--- src/rtl/ref_fifo_pkg.sv ---
// Shared helpers for ref_param_fifo: width derivation and parameter legality.
package ref_fifo_pkg;

  localparam int MIN_DEPTH = 2;
  localparam int MAX_DEPTH = 64;

  function automatic int clog2(input int n);
    int r;
    r = 0;
    for (int i = 0; i < 31; i++) begin
      if ((1 << i) < n) r = i + 1;
    end
    return r;
  endfunction

  function automatic int ptr_w(input int depth);
    return (depth < 2) ? 1 : clog2(depth);
  endfunction

  // Level must represent DEPTH itself, hence DEPTH+1 codes.
  function automatic int lvl_w(input int depth);
    return clog2(depth + 1);
  endfunction

  function automatic bit params_ok(input int depth, input int thresh);
    return (depth >= MIN_DEPTH) && (depth <= MAX_DEPTH) &&
           ((depth & (depth - 1)) == 0) &&
           (thresh >= 1) && (thresh <= depth);
  endfunction

endpackage

--- src/rtl/ref_fifo_ram.sv ---
// DEPTH x DATA_WIDTH register array, one write port and an asynchronous read port.
module ref_fifo_ram
  import ref_fifo_pkg::*;
#(
  parameter int DATA_WIDTH = 32,
  parameter int DEPTH      = 4,
  parameter int AW         = ptr_w(DEPTH)
) (
  input  logic                  clk,
  input  logic                  i_we,
  input  logic [AW-1:0]         i_waddr,
  input  logic [DATA_WIDTH-1:0] i_wdata,
  input  logic [AW-1:0]         i_raddr,
  output logic [DATA_WIDTH-1:0] o_rdata
);

  logic [DATA_WIDTH-1:0] r_mem [DEPTH];

  always_ff @(posedge clk) begin
    if (i_we) r_mem[i_waddr] <= i_wdata;
  end

  assign o_rdata = r_mem[i_raddr];

endmodule

--- src/rtl/ref_param_fifo.sv ---
// Registered-flag FIFO of DEPTH words; every flag is a flop, 1-cycle fill latency, no pass-through when full.
// Optional synchronous flush port enabled by defining REF_FIFO_FLUSH_EN.
module ref_param_fifo
  import ref_fifo_pkg::*;
#(
  parameter  int DATA_WIDTH   = 32,
  parameter  int DEPTH        = 4,
  parameter  int AFULL_THRESH = DEPTH - 1,
  localparam int LVL_W        = lvl_w(DEPTH)
) (
  input  logic                  clk,
  input  logic                  rst,
  input  logic                  in_src_rdy,
  output logic                  in_dst_rdy,
  input  logic [DATA_WIDTH-1:0] in_data,
  output logic                  in_afull,
  output logic                  out_src_rdy,
  input  logic                  out_dst_rdy,
  output logic [DATA_WIDTH-1:0] out_data,
  output logic [LVL_W-1:0]      level
`ifdef REF_FIFO_FLUSH_EN
  ,
  input  logic                  flush
`endif
);

  localparam int               PTR_W    = ptr_w(DEPTH);
  localparam logic [LVL_W-1:0] L_DEPTH  = LVL_W'(DEPTH);
  localparam logic [LVL_W-1:0] L_THRESH = LVL_W'(AFULL_THRESH);

  if (!params_ok(DEPTH, AFULL_THRESH)) begin : g_bad_params
    $error("ref_param_fifo: illegal DEPTH=%0d or AFULL_THRESH=%0d", DEPTH, AFULL_THRESH);
  end

  logic [PTR_W-1:0] r_wr_ptr;
  logic [PTR_W-1:0] r_rd_ptr;
  logic [LVL_W-1:0] r_level;
  // Internal ready copies feed the enables so the port flops only load the outputs.
  logic             r_in_rdy;
  logic             r_out_rdy;
  logic             r_in_dst_rdy;
  logic             r_out_src_rdy;
  logic             r_afull;

  logic             w_in_en;
  logic             w_out_en;
  logic [LVL_W-1:0] w_level_nxt;

  assign w_in_en  = in_src_rdy & r_in_rdy;
  assign w_out_en = r_out_rdy & out_dst_rdy;

  always_comb begin
    w_level_nxt = r_level;
    case ({w_in_en, w_out_en})
      2'b10:   w_level_nxt = r_level + 1'b1;
      2'b01:   w_level_nxt = r_level - 1'b1;
      default: w_level_nxt = r_level;
    endcase
  end

  always_ff @(posedge clk) begin
    if (rst) begin
      r_wr_ptr      <= '0;
      r_rd_ptr      <= '0;
      r_level       <= '0;
      r_in_rdy      <= 1'b0;
      r_in_dst_rdy  <= 1'b0;
      r_out_rdy     <= 1'b0;
      r_out_src_rdy <= 1'b0;
      r_afull       <= 1'b0;
    end
`ifdef REF_FIFO_FLUSH_EN
    else if (flush) begin
      r_wr_ptr      <= '0;
      r_rd_ptr      <= '0;
      r_level       <= '0;
      r_in_rdy      <= 1'b1;
      r_in_dst_rdy  <= 1'b1;
      r_out_rdy     <= 1'b0;
      r_out_src_rdy <= 1'b0;
      r_afull       <= 1'b0;
    end
`endif
    else begin
      if (w_in_en)  r_wr_ptr <= r_wr_ptr + 1'b1;
      if (w_out_en) r_rd_ptr <= r_rd_ptr + 1'b1;
      r_level       <= w_level_nxt;
      r_in_rdy      <= (w_level_nxt < L_DEPTH);
      r_in_dst_rdy  <= (w_level_nxt < L_DEPTH);
      r_out_rdy     <= (w_level_nxt != '0);
      r_out_src_rdy <= (w_level_nxt != '0);
      r_afull       <= (w_level_nxt >= L_THRESH);
    end
  end

  // Writing whenever there is room keeps in_src_rdy off the storage enable.
  ref_fifo_ram #(
    .DATA_WIDTH (DATA_WIDTH),
    .DEPTH      (DEPTH),
    .AW         (PTR_W)
  ) u_ram (
    .clk     (clk),
    .i_we    (r_in_rdy),
    .i_waddr (r_wr_ptr),
    .i_wdata (in_data),
    .i_raddr (r_rd_ptr),
    .o_rdata (out_data)
  );

  assign in_dst_rdy  = r_in_dst_rdy;
  assign out_src_rdy = r_out_src_rdy;
  assign in_afull    = r_afull;
  assign level       = r_level;

endmodule

--- config.mk ---
export PLATFORM = sky130hd
export DESIGN_NAME = ref_param_fifo
export DESIGN_NICKNAME = d
export VERILOG_FILES = /design/src/rtl/ref_fifo_pkg.sv /design/src/rtl/ref_fifo_ram.sv /design/src/rtl/ref_param_fifo.sv
export SDC_FILE = /design/constraint.sdc
export NUM_CORES = 1
export LEC_CHECK = 0
export ABC_CLOCK_PERIOD_IN_PS = 3100
export BUFFER_PORTS_ARGS = -buffer_cell sky130_fd_sc_hd__clkbuf_2
export CORE_MARGIN = 4
export CORE_UTILIZATION = 50
export CTS_CLUSTER_DIAMETER = 40
export DETAILED_ROUTE_END_ITERATION = 10
export PLACE_DENSITY = 0.72
export SLEW_MARGIN = 40
export SYNTH_ARGS = -nofsm -noshare
export SYNTH_HDL_FRONTEND = slang
export SYNTH_SLANG_ARGS = --single-unit
--- constraint.sdc ---
create_clock -name clk -period 3.1 [get_ports clk]
set_input_delay 0.465 -clock clk [delete_from_list [all_inputs] [get_ports clk]]
set_output_delay 0.465 -clock clk [all_outputs]
set_load 0.05 [all_outputs]
Yosys cells after proc, flatten, opt, wreduce, memory -nomap -nowiden
Memories as Yosys holds them, arrays and structs flattened. A register that Yosys moved wholly into a read port is not among the register bits. Cells that the tools add are included.

Add/subtract/negate cells: 4. $lt $le $gt $ge: 2. Eq/ne operators: 2. Multiplexer cells: 5. Bitwise logic cells: 2. Reductions and logical operators: 1.

Operators with widths (count): $pmux 3 s2 (1); $add 2x1->2 const B (2); $mux 2 (2); $add 3x1->3 const B (1); $ge 3x2->1 const B (1); $lt 3x3->1 const B (1); $reduce_bool 3->1 (1); $sub 3x1->3 const B (1); $and 1x1->1 (2); $eq 2x1->1 const B (1); $eq 2x2->1 const B (1); $mux 1 (2).

Bits in registers: 10. Memory bits (writable): 128. Input port bits: 36. Output and inout port bits: 38. Word-level logic and storage cells: 23. Memories kept: 1.

Memories: u_ram.r_mem (words 4, bits a word 32, read ports 1, clocked after Yosys merged registers in 1, write ports 1, RTL line ref_fifo_ram.sv:17) `logic [DATA_WIDTH-1:0] r_mem [DEPTH];`.

Longest topological paths before layout
Word-level depth: 4. Gate-level depth with buffers: 6. Depth with buffers taken out: 6.

By module
From an unflattened synthesis, not the netlist that was laid out.

Cell total of the unflattened synthesis: 212. Area total of the unflattened synthesis: 5109.9 µm².

Modules (own cells, without submodules): ref_fifo_ram (instances 1, cells each 171, area an instance 4689.5 µm²); ref_param_fifo (instances 1, cells each 41, area an instance 420.4 µm²).

Worst setup path after synthesis
Ideal clock, no wire load.

Path type: register to register. From: register, netlist name in_dst_rdy. To: register r_out_src_rdy, in the netlist out_src_rdy. Library setup time: 0.066 ns. Data arrival time: 2.184 ns. Data required time: 3.034 ns. Setup slack: 0.850 ns. Stages on the path, launching flop included: 7. Path buffers: 0. Clock period less this slack: 2.250 ns. Cell sequence: dfxtp_1 nand2_1 ha_1 fa_1 xnor2_1 or4_4 nand4bb_1.

RTL lines: end signal: assignment (RTL line ref_param_fifo.sv:91) `r_out_src_rdy <= (w_level_nxt != '0);`; end: declaration (RTL line ref_param_fifo.sv:42) `logic r_out_src_rdy;`.

==> impl_results.md <==
* Status: complete, no violations
* Actual slew at the worst max-slew pin at about 500 ps
* Global-route wire length before repair at 13.7 mm
* Final setup viols at 0
* Setup crit end: out_data[8]
* RR Startpoint: in_dst_rdy$_SDFF_PP0_
* Worst-Skew Late Latency at about 500 ps
* Initial antenna violation count at 0
* Critical setup path kind: reg -> out
* Total clock sinks at 140
* Met3 usage at roughly 7%
* GRT met2 Usage at 25.9%
* Drt total wl at 8.67 mm
* Core area at 9950 sq um
* Slew margin rel. at about two thirds
* Design area at about 6300 sq um
* Via density at 5.24
* R2R cell count at 6
* Final critical-path share of the clock period at 87.1%
* Syn Area/Cell at ~24 sq um
* Synth warn at 0
* Worst EP arrival at 2240 ps
* First drt pass iteration count at 4
* Gr usage total at 16.0%
* Final setup TNS at 0 ps
* Flop-to-flop setup slack at 1070 ps
* Worst-case clock buffer depth at 2
* Req. time, crit path at 2630 ps
* Clock root buffer: clkbuf_8
* Final count of hold timing violations at 0
* Rows at 36
* Top cells by area, synth: edfxtp_1, mux4_2, dfxtp_1
* IO Port Bufs at 73
* Fmax achieved at 370 MHz
* Initial Util at 52.2%
* Final setup skew at 6.94 ps
* Largest net degree at the start of global routing at 33
* CTS tree: yes
* Slew Viols, Final at 0
* Synthesized flop and latch total at 140
* Total gr overflow at 0
* CTS H-tree lvls at 4
* DP HPWL at 5.31 mm
* Post-Syn Area at roughly 5200 sq um
* Met1 Use GR at around a fifth
* Worst-path clk slew at 60 ps
* Diode count at 0
* Crit path max fanout at 12
* Wire per inst at 19.1 um
* Netlist cell types at 26
* CTS Hold Bufs at 0
* Worst min-delay path class: in -> reg
* Placed Area at 5690 sq um
* Ratio of cells with drive above 1 in the final layout at about 45%
* Die W at 110 um
* Die Y at roughly 110 um
* CTS resizes at 0
* Final nets at roughly 350
* Setup bufs post-CTS at 0
* Peak VDD IR at about 0.57 mV
* Hold_ws at 177 ps
* GP Congestion at 0.683
* Seq/Total Area, Yosys at 78.6%
* Synth top area share at between 70 and 80%
* Global route hottest layer: met2
* P&R area growth vs syn at 20.8%
* Antenna Nets Post-Route at 0
* CP Launch Type: register
* Worst R2R End: out_src_rdy$_SDFF_PP0_
* I/O Pins at 74
* Crit end category: primary output
* Leak pwr at ~2.2 nW
* RSZ-0062 raised after global routing: no
* Post-Synthesis Net Count at 262
* Die footprint at 12100 sq um
* Num CTS Buffers at 17
* Yosys top cell by area: edfxtp_1
* Fin crit period at 2700 ps
* Remaining DRCs at 0
* Max-Cap Viols at 0
* Mapped Cells at between 200 and 250
* Via count at approximately 2400
* Vias in the first global route at 2564
* Power density cells at between 800 and 900 nW/um^2
* DRT iter0 DRCs at 116
[kinds of logic (layout without fill, tap and decap cells)]
logic type / count (synthesis) / in the layout / synth area share (%)
and+or+nand+nor: 23 / 23 / 2.53
adders and majority gates: 6 / 6 / 1.59
buffers and inverters: 10 / 110 / 1.88
AOI/OAI and AO/OA: 3 / 3 / 0.337
xor gates and xnor gates: 5 / 5 / 0.843
DFF: 140 / 140 / 78.6
muxes: 33 / 33 / 14.2
[where the power goes]
group	leakage [nW]	total [W]	switching [W]	internal (W)
Clock	0.269	0.00196	0.000737	0.00122
Combinational	0.630	0.00113	0.000778	0.000351
Sequential	1.27	0.00230	0.0000769	0.00223
Total	2.17	0.00539	0.00159	0.00380
[through the flow]
step           total power, W  instances  setup slack [ps]  utilization (%)
2_1_floorplan         0.00324        220               850                -
3_3_place_gp          0.00347        421               920             57.1
3_5_place_dp          0.00349        421               888             57.1
4_1_cts               0.00546        453               339             63.0
5_1_grt               0.00562        453               238             63.0
6_report              0.00539        453               399             63.0
[Yosys cell counts]
| master | instances |
|---|---|
| mux4_1 | 2 |
| buf_12 | 3 |
| nand3b_1 | 1 |
| nand4bb_1 | 1 |
| o21ai_0 | 1 |
| xor2_1 | 1 |
| clkbuf_1 | 1 |
| mux2_2 | 1 |
| or4_4 | 1 |
| ha_1 | 5 |
| inv_1 | 2 |
| dfxtp_1 | 12 |
| nor2_1 | 4 |
| xnor2_1 | 4 |
| fa_1 | 1 |
| mux4_2 | 30 |
| a21oi_1 | 1 |
| nand3_1 | 3 |
| and2_1 | 5 |
| nor2b_1 | 3 |
| buf_6 | 1 |
| o21a_1 | 1 |
| edfxtp_1 | 128 |
| nand2_1 | 3 |
| buf_2 | 3 |
| nor3_1 | 2 |
[routing by layer]
| metal | part of all wire, % | routed length (um) | vias up |
|---|---|---|---|
| met4 | 1.2 | 106 | 0 |
| met3 | 6.1 | 528 | 11 |
| met5 | 0 | 0 | - |
| li1 | - | - | 1090 |
| met1 | 41 | 3600 | 1199 |
| met2 | 51 | 4440 | 73 |
[sequential cells by signal (all words and copies together), names as in the netlist, named ones only]
name / count
r_wr_ptr: 2
level: 3
u_ram.r_mem: 128
in_dst_rdy: 1
out_src_rdy: 1
in_afull: 1
r_rd_ptr: 2
[how the worst min path moves through the flow]
stage	from	slack, ps	endpoint	cells after the start
global placement	r_wr_ptr[1]$_SDFFE_PP0P_	480	r_wr_ptr[1]$_SDFFE_PP0P_	2
global route	in_data[12]	150	u_ram.r_mem[2][12]$_DFFE_PP_	1
CTS	in_data[16]	150	u_ram.r_mem[0][16]$_DFFE_PP_	1
floorplan	r_wr_ptr[1]$_SDFFE_PP0P_	470	r_wr_ptr[1]$_SDFFE_PP0P_	2
finish	in_data[1]	180	u_ram.r_mem[3][1]$_DFFE_PP_	1
detailed placement	r_wr_ptr[1]$_SDFFE_PP0P_	500	r_wr_ptr[1]$_SDFFE_PP0P_	2
[cell type report]
cell class / count / area, sq um
Sequential cell: 140 / 4090
Clock inverter: 14 / 171
Multi-Input combinational cell: 70 / 1020
Inverter: 2 / 7.51
Fill cell: 697 / 3680
Clock buffer: 18 / 418
Tap cell: 133 / 166
Timing Repair Buffer: 76 / 400
[worst max-delay path: stages (launching register included)]
cell      delay [ps]
dfxtp_2          610
buf_4            320
mux4_2           550
clkbuf_2         260
[cell usage in the layout, fill, tap and decap left out, types with 3 or more instances in the layout]
master	synthesis	final
nor2_1	4	4
clkbuf_16	0	16
edfxtp_1	128	128
nor2b_1	3	3
xnor2_1	4	4
ha_1	5	5
clkinvlp_4	0	6
clkbuf_2	0	73
and2_4	0	4
mux4_2	30	30
dfxtp_1	12	10
bufinv_16	0	3
nand3_1	3	3
nand2_1	3	3
Note: power is estimated with default switching activity, not from simulation.
